File: src/rtl/mem_pkg.sv
// Shared types and helpers for the data-memory port arbiter.
// Covers access-size encoding, sequencer states, alignment check and load extension.
package mem_pkg;

  typedef enum logic [1:0] {
    SZ_WORD = 2'b00,
    SZ_BYTE = 2'b01,
    SZ_HALF = 2'b10,
    SZ_BAD  = 2'b11
  } size_e;

  typedef enum logic [1:0] {
    IDLE   = 2'b00,
    ACCESS = 2'b01,
    RESP   = 2'b10
  } state_e;

  // Misaligned word/half accesses and the reserved size code are errors.
  function automatic logic access_err(input size_e size, input logic [1:0] lsb);
    logic err;
    case (size)
      SZ_WORD: err = (lsb != 2'b00);
      SZ_HALF: err = lsb[0];
      SZ_BYTE: err = 1'b0;
      default: err = 1'b1;
    endcase
    return err;
  endfunction

  function automatic logic signed [31:0] extend_load(input size_e size, input logic uns,
                                                     input logic [31:0] data);
    logic signed [31:0] ext;
    case (size)
      SZ_BYTE: ext = {{24{data[7] & ~uns}}, data[7:0]};
      SZ_HALF: ext = {{16{data[15] & ~uns}}, data[15:0]};
      default: ext = data;
    endcase
    return ext;
  endfunction

endpackage

File: src/rtl/rr_arb2.sv
// Two-way round-robin grant: a lone requester always wins, a tie goes to
// the port that was not served last.
module rr_arb2 (
  input  logic [1:0] valid,
  input  logic       last_grant,
  output logic       any,
  output logic       grant
);

  assign any = |valid;

  always_comb begin
    grant = 1'b0;
    if (valid == 2'b11) begin
      grant = ~last_grant;
    end else if (valid[1]) begin
      grant = 1'b1;
    end
  end

endmodule

File: src/rtl/mem_port_arbiter.sv
// Shares a single-ported data memory between fetch (port 0) and load/store
// (port 1): one transaction in flight, IDLE -> ACCESS -> RESP per request.
module mem_port_arbiter
  import mem_pkg::*;
#(
  parameter int NUM_REQ = 2,
  parameter int ADDR_W  = 32
) (
  input  logic                             clk,
  input  logic                             reset_n,
  input  logic [NUM_REQ-1:0]               req_valid,
  output logic [NUM_REQ-1:0]               req_ready,
  input  logic [NUM_REQ-1:0]               req_we,
  input  logic [NUM_REQ-1:0][1:0]          req_size,
  input  logic [NUM_REQ-1:0]               req_unsigned,
  input  logic [NUM_REQ-1:0][ADDR_W-1:0]   req_addr,
  input  logic [NUM_REQ-1:0][31:0]         req_wdata,
  output logic [NUM_REQ-1:0]               rsp_valid,
  input  logic [NUM_REQ-1:0]               rsp_ready,
  output logic [NUM_REQ-1:0][31:0]         rsp_rdata,
  output logic [NUM_REQ-1:0]               rsp_err,
  output logic                             mem_we,
  output logic [1:0]                       mem_size,
  output logic [31:0]                      mem_addr,
  output logic [31:0]                      mem_wdata,
  input  logic [31:0]                      mem_rdata
);

  state_e              state, state_n;
  logic                last_grant;
  logic                pick, any_req, take;
  logic                l_gnt, l_we, l_uns, l_err;
  size_e               l_size;
  logic [ADDR_W-1:0]   l_addr;
  logic [31:0]         l_wdata;
  logic signed [31:0]  rdata_q;
  logic                sel_err;

  rr_arb2 u_arb (
    .valid      (req_valid[1:0]),
    .last_grant (last_grant),
    .any        (any_req),
    .grant      (pick)
  );

  assign sel_err = access_err(size_e'(req_size[pick]), req_addr[pick][1:0]);

  always_ff @(posedge clk or negedge reset_n) begin
    if (!reset_n) begin
      state <= IDLE;
    end else begin
      state <= state_n;
    end
  end

  // Outputs are decoded from state so a reset in any cycle clears them at once.
  always_comb begin
    state_n   = state;
    take      = 1'b0;
    req_ready = '0;
    rsp_valid = '0;
    rsp_err   = '0;
    rsp_rdata = '0;
    mem_we    = 1'b0;
    mem_size  = 2'b00;
    mem_addr  = '0;
    mem_wdata = '0;
    case (state)
      IDLE: begin
        if (any_req) begin
          req_ready[pick] = 1'b1;
          take            = 1'b1;
          state_n         = ACCESS;
        end
      end
      ACCESS: begin
        mem_we    = l_we & ~l_err;
        mem_size  = l_size;
        mem_addr  = 32'(l_addr);
        mem_wdata = l_wdata;
        state_n   = RESP;
      end
      RESP: begin
        rsp_valid[l_gnt] = 1'b1;
        rsp_err[l_gnt]   = l_err;
        rsp_rdata[l_gnt] = rdata_q;
        if (rsp_ready[l_gnt]) begin
          state_n = IDLE;
        end
      end
      default: state_n = IDLE;
    endcase
  end

  always_ff @(posedge clk or negedge reset_n) begin
    if (!reset_n) begin
      last_grant <= 1'b1;
      l_gnt      <= 1'b0;
      l_we       <= 1'b0;
      l_uns      <= 1'b0;
      l_err      <= 1'b0;
      l_size     <= SZ_WORD;
      l_addr     <= '0;
      l_wdata    <= '0;
      rdata_q    <= '0;
    end else begin
      if (take) begin
        l_gnt   <= pick;
        l_we    <= req_we[pick];
        l_uns   <= req_unsigned[pick];
        l_err   <= sel_err;
        l_size  <= size_e'(req_size[pick]);
        l_addr  <= req_addr[pick];
        l_wdata <= req_wdata[pick];
      end
      // Read data is captured on the edge that ends ACCESS.
      if (state == ACCESS) begin
        rdata_q <= (l_we || l_err) ? '0 : extend_load(l_size, l_uns, mem_rdata);
      end
      if (state == RESP && rsp_ready[l_gnt]) begin
        last_grant <= l_gnt;
      end
    end
  end

endmodule

File: config.mk
export PLATFORM = sky130hd
export DESIGN_NAME = mem_port_arbiter
export DESIGN_NICKNAME = d
export VERILOG_FILES = /design/src/rtl/mem_pkg.sv /design/src/rtl/rr_arb2.sv /design/src/rtl/mem_port_arbiter.sv
export SDC_FILE = /design/constraint.sdc
export NUM_CORES = 1
export LEC_CHECK = 0
export CAP_MARGIN = 20
export CORE_ASPECT_RATIO = 0.7
export CORE_MARGIN = 2
export CORE_UTILIZATION = 36
export DETAILED_ROUTE_END_ITERATION = 10
export PLACE_DENSITY = 0.78
export SYNTH_ARGS = -nofsm -noshare
export SYNTH_HDL_FRONTEND = slang
export SYNTH_SLANG_ARGS = --single-unit
File: constraint.sdc
create_clock -name clk -period 1.5 [get_ports clk]
set_input_delay 0.15 -clock clk [delete_from_list [all_inputs] [get_ports clk]]
set_output_delay 0.15 -clock clk [all_outputs]
set_load 0.03 [all_outputs]
[Word level (Yosys, flattened, before mapping)]
Cells that the tools add are included.
Operators by class
  reduce and logical (&&, ||, !) cells: 9
  bitwise operators: 8
  order comparisons: 4
  equal/unequal tests: 9
  mux-type cells: 37
Operators by type and width (number)
  32-bit 2-to-1 mux: 8
  64-bit bitwise AND: 1
  64-bit 2-to-1 mux: 1
  32-bit case mux with 2 select lines: 1
  32-bit demux with 1-bit select: 1
  2-bit 2-to-1 mux: 9
  1-bit 2-to-1 mux: 13
  2-bit equality test (second input constant): 4
  2-bit by 1-bit equality test with 1-bit output (second input constant): 3
  2-bit case mux with 3 select lines: 1
  2-bit logical NOT: 2
  1-bit by 2-bit < comparator with 1-bit output (second input constant): 2
  2-bit != test (second input constant): 2
  1-bit bitwise AND: 3
  1-bit logical AND: 3
  1-bit NOT: 3
  1-bit case mux with 3 select lines: 1
  2-bit bitwise AND: 1
  1-bit demux with 1-bit select: 2
  1-bit greater-or-equal comparator (second input constant): 2
  2-bit AND reduction: 1
  2-bit nonzero test: 1
  2-bit OR reduction: 1
  1-bit logical OR: 1
Word-level totals
  register bits: 105
  input port bits: 174
  logic and storage cells: 77

[Depth between registers and ports, before layout]
  word-level depth: 8
  depth in mapped cells: 6
  gate-level depth less buffers: 5

[Cells and area by module]
A second synthesis with hierarchy kept.
Unflattened totals
  cell total of the unflattened synthesis: 594
  area total of the unflattened synthesis: 5652.9 um2
By module, submodules not included
  mem_port_arbiter: times used 1, cells an instance 592, sequential area each 2628.8 um2, area each 5639.2 um2
  rr_arb2: times used 1, cells an instance 2, sequential area each 0.0 um2, area each 13.8 um2

[Least setup slack after synthesis]
Ideal clock, no wire load.
  path type: reg2out
  start: register state[1]
  end: output mem_we
  arrival time: 1.626 ns
  cell stages (with the launch flop): 5
  path slack: -0.276 ns
  cells stage by stage: dfrtp_1 nand2b_4 buf_6 clkbuf_1 nor3b_1
Between the ends
  longest elaborated chain between the ends: 2
Ends and longest elaborated chain
  start, declared: line mem_port_arbiter.sv:29  | state_e state, state_n;
  start signal, assigned: line mem_port_arbiter.sv:52  | state <= state_n;
  2-bit by 1-bit equality test with 1-bit output: line mem_port_arbiter.sv:68  | case (state)
  1-bit 2-to-1 mux: line mem_port_arbiter.sv:68
  end, declared: line mem_port_arbiter.sv:22  | output logic mem_we,
No other way between the ends.

[Worst setup path in the final report]
  start: register state[0]
  end: output mem_addr[25]
Between the ends
  longest elaborated chain between the ends: 2
Ends and longest elaborated chain
  2-bit by 1-bit equality test with 1-bit output: line mem_port_arbiter.sv:68
  32-bit 2-to-1 mux: line mem_port_arbiter.sv:68
  end, declared: line mem_port_arbiter.sv:24  | output logic [31:0] mem_addr,
No other way between the ends.

==> reports/qor.csv <==
stage,metric,value,unit
power,Worst IR Drop VDD,0.818,mV
logic_synthesis,Synth top area share,0.454,
hold_path,hold crit path type,input port to asynchronous set/reset pin,
setup_path,flop2flop setup slack,-0.20,ns
drt,Final ANT Viol Nets,0,
global_routing,antenna violations before repair,0,
power,combinational share of power,0.627,
clocking,clock sinks,105,
finish,area delta synth->final,91.6,%
setup_path,critical path arrival,1.66,ns
floorplan,Die Ht,110,um
drt,1st-pass router iterations,4,
place,HPWL Detailed,14500,um
drt,via/cell ratio,5.26,
setup_path,WP data required,1.35,ns
clocking,CTS tree,built,
sta,TNS Setup,-41.87,ns
power,Sw Pwr,8110,uW
power,Net Sw Frac,0.400,
setup_path,Setup CP Type,flop to primary output,
setup_path,r2r startpoint,state[1],
sta,Final Hold Fails,0,
sta,Final min period,1.81,ns
power,power after layout,20300,uW
power,clock share of power,0.131,
job,Max-Cap Viols,0,
logic_synthesis,Mapped Nets,754,
floorplan,num ports,311,
finish,most frequent cells in the layout,"172 x clkdlybuf4s50_1, 133 x buf_6, 103 x dfrtp_1, 61 x and3_1, 57 x o21ai_0",
global_routing,total global-route track usage,0.237,
global_routing,GRT overflow,0,
sta,post-route setup slack,-0.306,ns
run_status,failing checks,negative setup slack,
clocking,clock root buffer,clkbuf_16,
logic_synthesis,Yosys reg bits,105,
logic_synthesis,register area share after synthesis,0.458,
sta,Final Setup Violations,221,
run_status,outcome,finished with violations,
power,Leakage,0.00517,uW
floorplan,die area,17000,um2
sta,Clock Skew,0.00714,ns
clocking,TritonCTS Buffers,9,
sta,max-slew violations,0,
sta,Slew HR,0.624,
finish,final core utilization,0.707,
setup_path,reg2reg end,l_wdata[4],
drt,DR DRC count,0,
logic_synthesis,cells after synthesis,578,
power,P_int,12200,uW
logic_synthesis,syn avg cell area,9.92,um2
place,placed cell count,1072,
floorplan,core area,15500,um2
finish,final cell count without fillers,1131,
logic_synthesis,Ys Warns,0,
drt,WL per Instance,20.0,um
sta,crit share post-route,1.20,
clocking,clock tree buffer depth,2,
global_routing,pin count of the biggest net entering global routing,40,
finish,filler instances,1139,
finish,ant diodes,0,
drt,final WL,22600,um
logic_synthesis,count of cell types in the netlist,37,
sta,Worst-Margin Slew,0.561,ns
floorplan,Initial Util,0.369,
finish,NumNets Final,1102,
clocking,H-tree depth,3,
floorplan,die width,155,um
drt,vias,5951,
drt,Iter 0 DRT Violations,291,
setup_path,nature of the critical path endpoint,primary output,
finish,"commonest non-fill, non-tap cell in the layout",clkdlybuf4s50_1,
setup_path,depth of the most critical reg-to-reg path,7,
global_routing,number of global-route vias before repair,5656,
place,IO buf count,310,
clocking,clk_lat worst skew,0.35,ns
logic_synthesis,"Cell Area, Synth",5740,um2
clocking,clk slew on worst S/H paths,0.07,ns
setup_path,Crit Path Max Fanout,13,
logic_synthesis,top post-synthesis cells by area,"dfrtp_1 45%, and2_1 11%, o21ai_0 7.1%, mux2i_1 7.0%, and3_1 6.7%",
place,routability cong.,0.761,
setup_path,CP Launch Type,flop,
global_routing,first-pass GRT wire length,31200,um
power,Power Dens Cells,1850,nW/um2
floorplan,num rows,38,
sta,Achievable Freq,554,MHz
finish,fraction of layout cells with a size suffix above 1,0.379,
power,sequential fraction of design power,0.242,
sta,unrepaired setup endpoints after global routing,true,
logic_synthesis,leading area contributor after synthesis,dfrtp_1,
-- registers in the layout (all words and copies together), names as in the netlist --
| name | cells |
|---|---|
| l_size | 2 |
| rdata_q | 32 |
| l_uns | 1 |
| state | 2 |
| l_err | 1 |
| l_gnt | 1 |
| l_wdata | 32 |
| last_grant | 1 |
| l_we | 1 |
| l_addr | 32 |
-- cell type report --
class,count,area [um2],area share
inverter,3,11.3,0.00102
clock buffer,9,225,0.0205
timing repair buffer,396,4590,0.417
clock inverter,7,111,0.0101
multi-input combinational,411,3180,0.289
tap,200,250,0.0228
sequential,105,2630,0.239
-- repair_timing --
| item | CTS | global route |
|---|---|---|
| endpoints found under the hold margin | 27 | 0 |
| setup buffers | 10 | 12 |
| endpoints found under the setup margin | 192 | 219 |
| hold buffers | 1 | 0 |
| resized for setup | 168 | 100 |
| pin swaps | 18 | 67 |
| cloned | 6 | 16 |
-- stage by stage --
step	cell area [um2]	worst slack, ns	hold WS (ns)
global placement	9110	-0.205	0.123
CTS	10300	-0.294	0.336
floorplan	5770	0.00194	-0.146
global route	11000	-0.382	0.341
finish	11000	-0.306	0.325
detailed placement	9110	-0.212	0.133
-- kinds of logic (layout without fill, tap and decap cells) --
family / after synthesis / in the layout / synth area share
AO/OA/AOI/OAI: 161 / 161 / 0.190
adder cells (fa/ha/maj): 2 / 2 / 0.00436
buffers and inverters: 62 / 415 / 0.0528
flip-flops: 105 / 105 / 0.458
multiplexers: 41 / 41 / 0.0718
AND/OR/NAND/NOR: 207 / 207 / 0.223
-- Yosys cell counts (all sizes together) --
master,instances
dfrtp,104
and2,98
o21ai,90
and3,61
mux2i,40
clkbuf,37
a221o,29
buf,22
nand2b,20
a32o,16
a21oi,10
a22o,9
nand2,9
nor2,8
nor2b,4
inv,3
a21o,2
ha,2
nor3,2
or2,2
a21bo,1
a21boi,1
a22oi,1
dfstp,1
mux2,1
nor3b,1
nor4bb,1
o21a,1
o21bai,1
or3,1
-- routing by layer --
metal,GRT usage,up-vias,share of wire
met5,0,-,0
met4,0.0403,0,0.0071
met3,0.0639,18,0.069
met2,0.405,238,0.48
met1,0.308,2922,0.44
li1,-,2773,-
-- worst max-delay path, stage by stage, from the launching register on --
cell and delay (ns):
dfrtp_1 0.40, buf_6 0.13, nor2b_4 0.19, buf_6 0.15, buf_12 0.15, and2_1 0.16
buf_6 0.14
-- worst max path at each step --
stage,from,slack (ns),to
after detailed placement,req_valid[0],-0.21,l_size[1]
after global routing,state[0],-0.38,mem_wdata[22]
after global placement,req_valid[0],-0.20,l_size[1]
final,state[0],-0.31,mem_addr[25]
after CTS,state[0],-0.29,mem_addr[26]
after floorplan,l_size[0],0.002,rdata_q[20]
-- power by group through the flow --
stage / Sequential (uW) / Combinational [uW] / Clock [uW]
after floorplan: 4570 / 5520 / 0
after global placement: 4780 / 9050 / 0
after detailed placement: 4800 / 9220 / 0
after CTS: 4830 / 11000 / 2720
after global routing: 5050 / 13500 / 2830
final: 4900 / 12700 / 2660
Note: power is estimated with default switching activity, not from simulation.
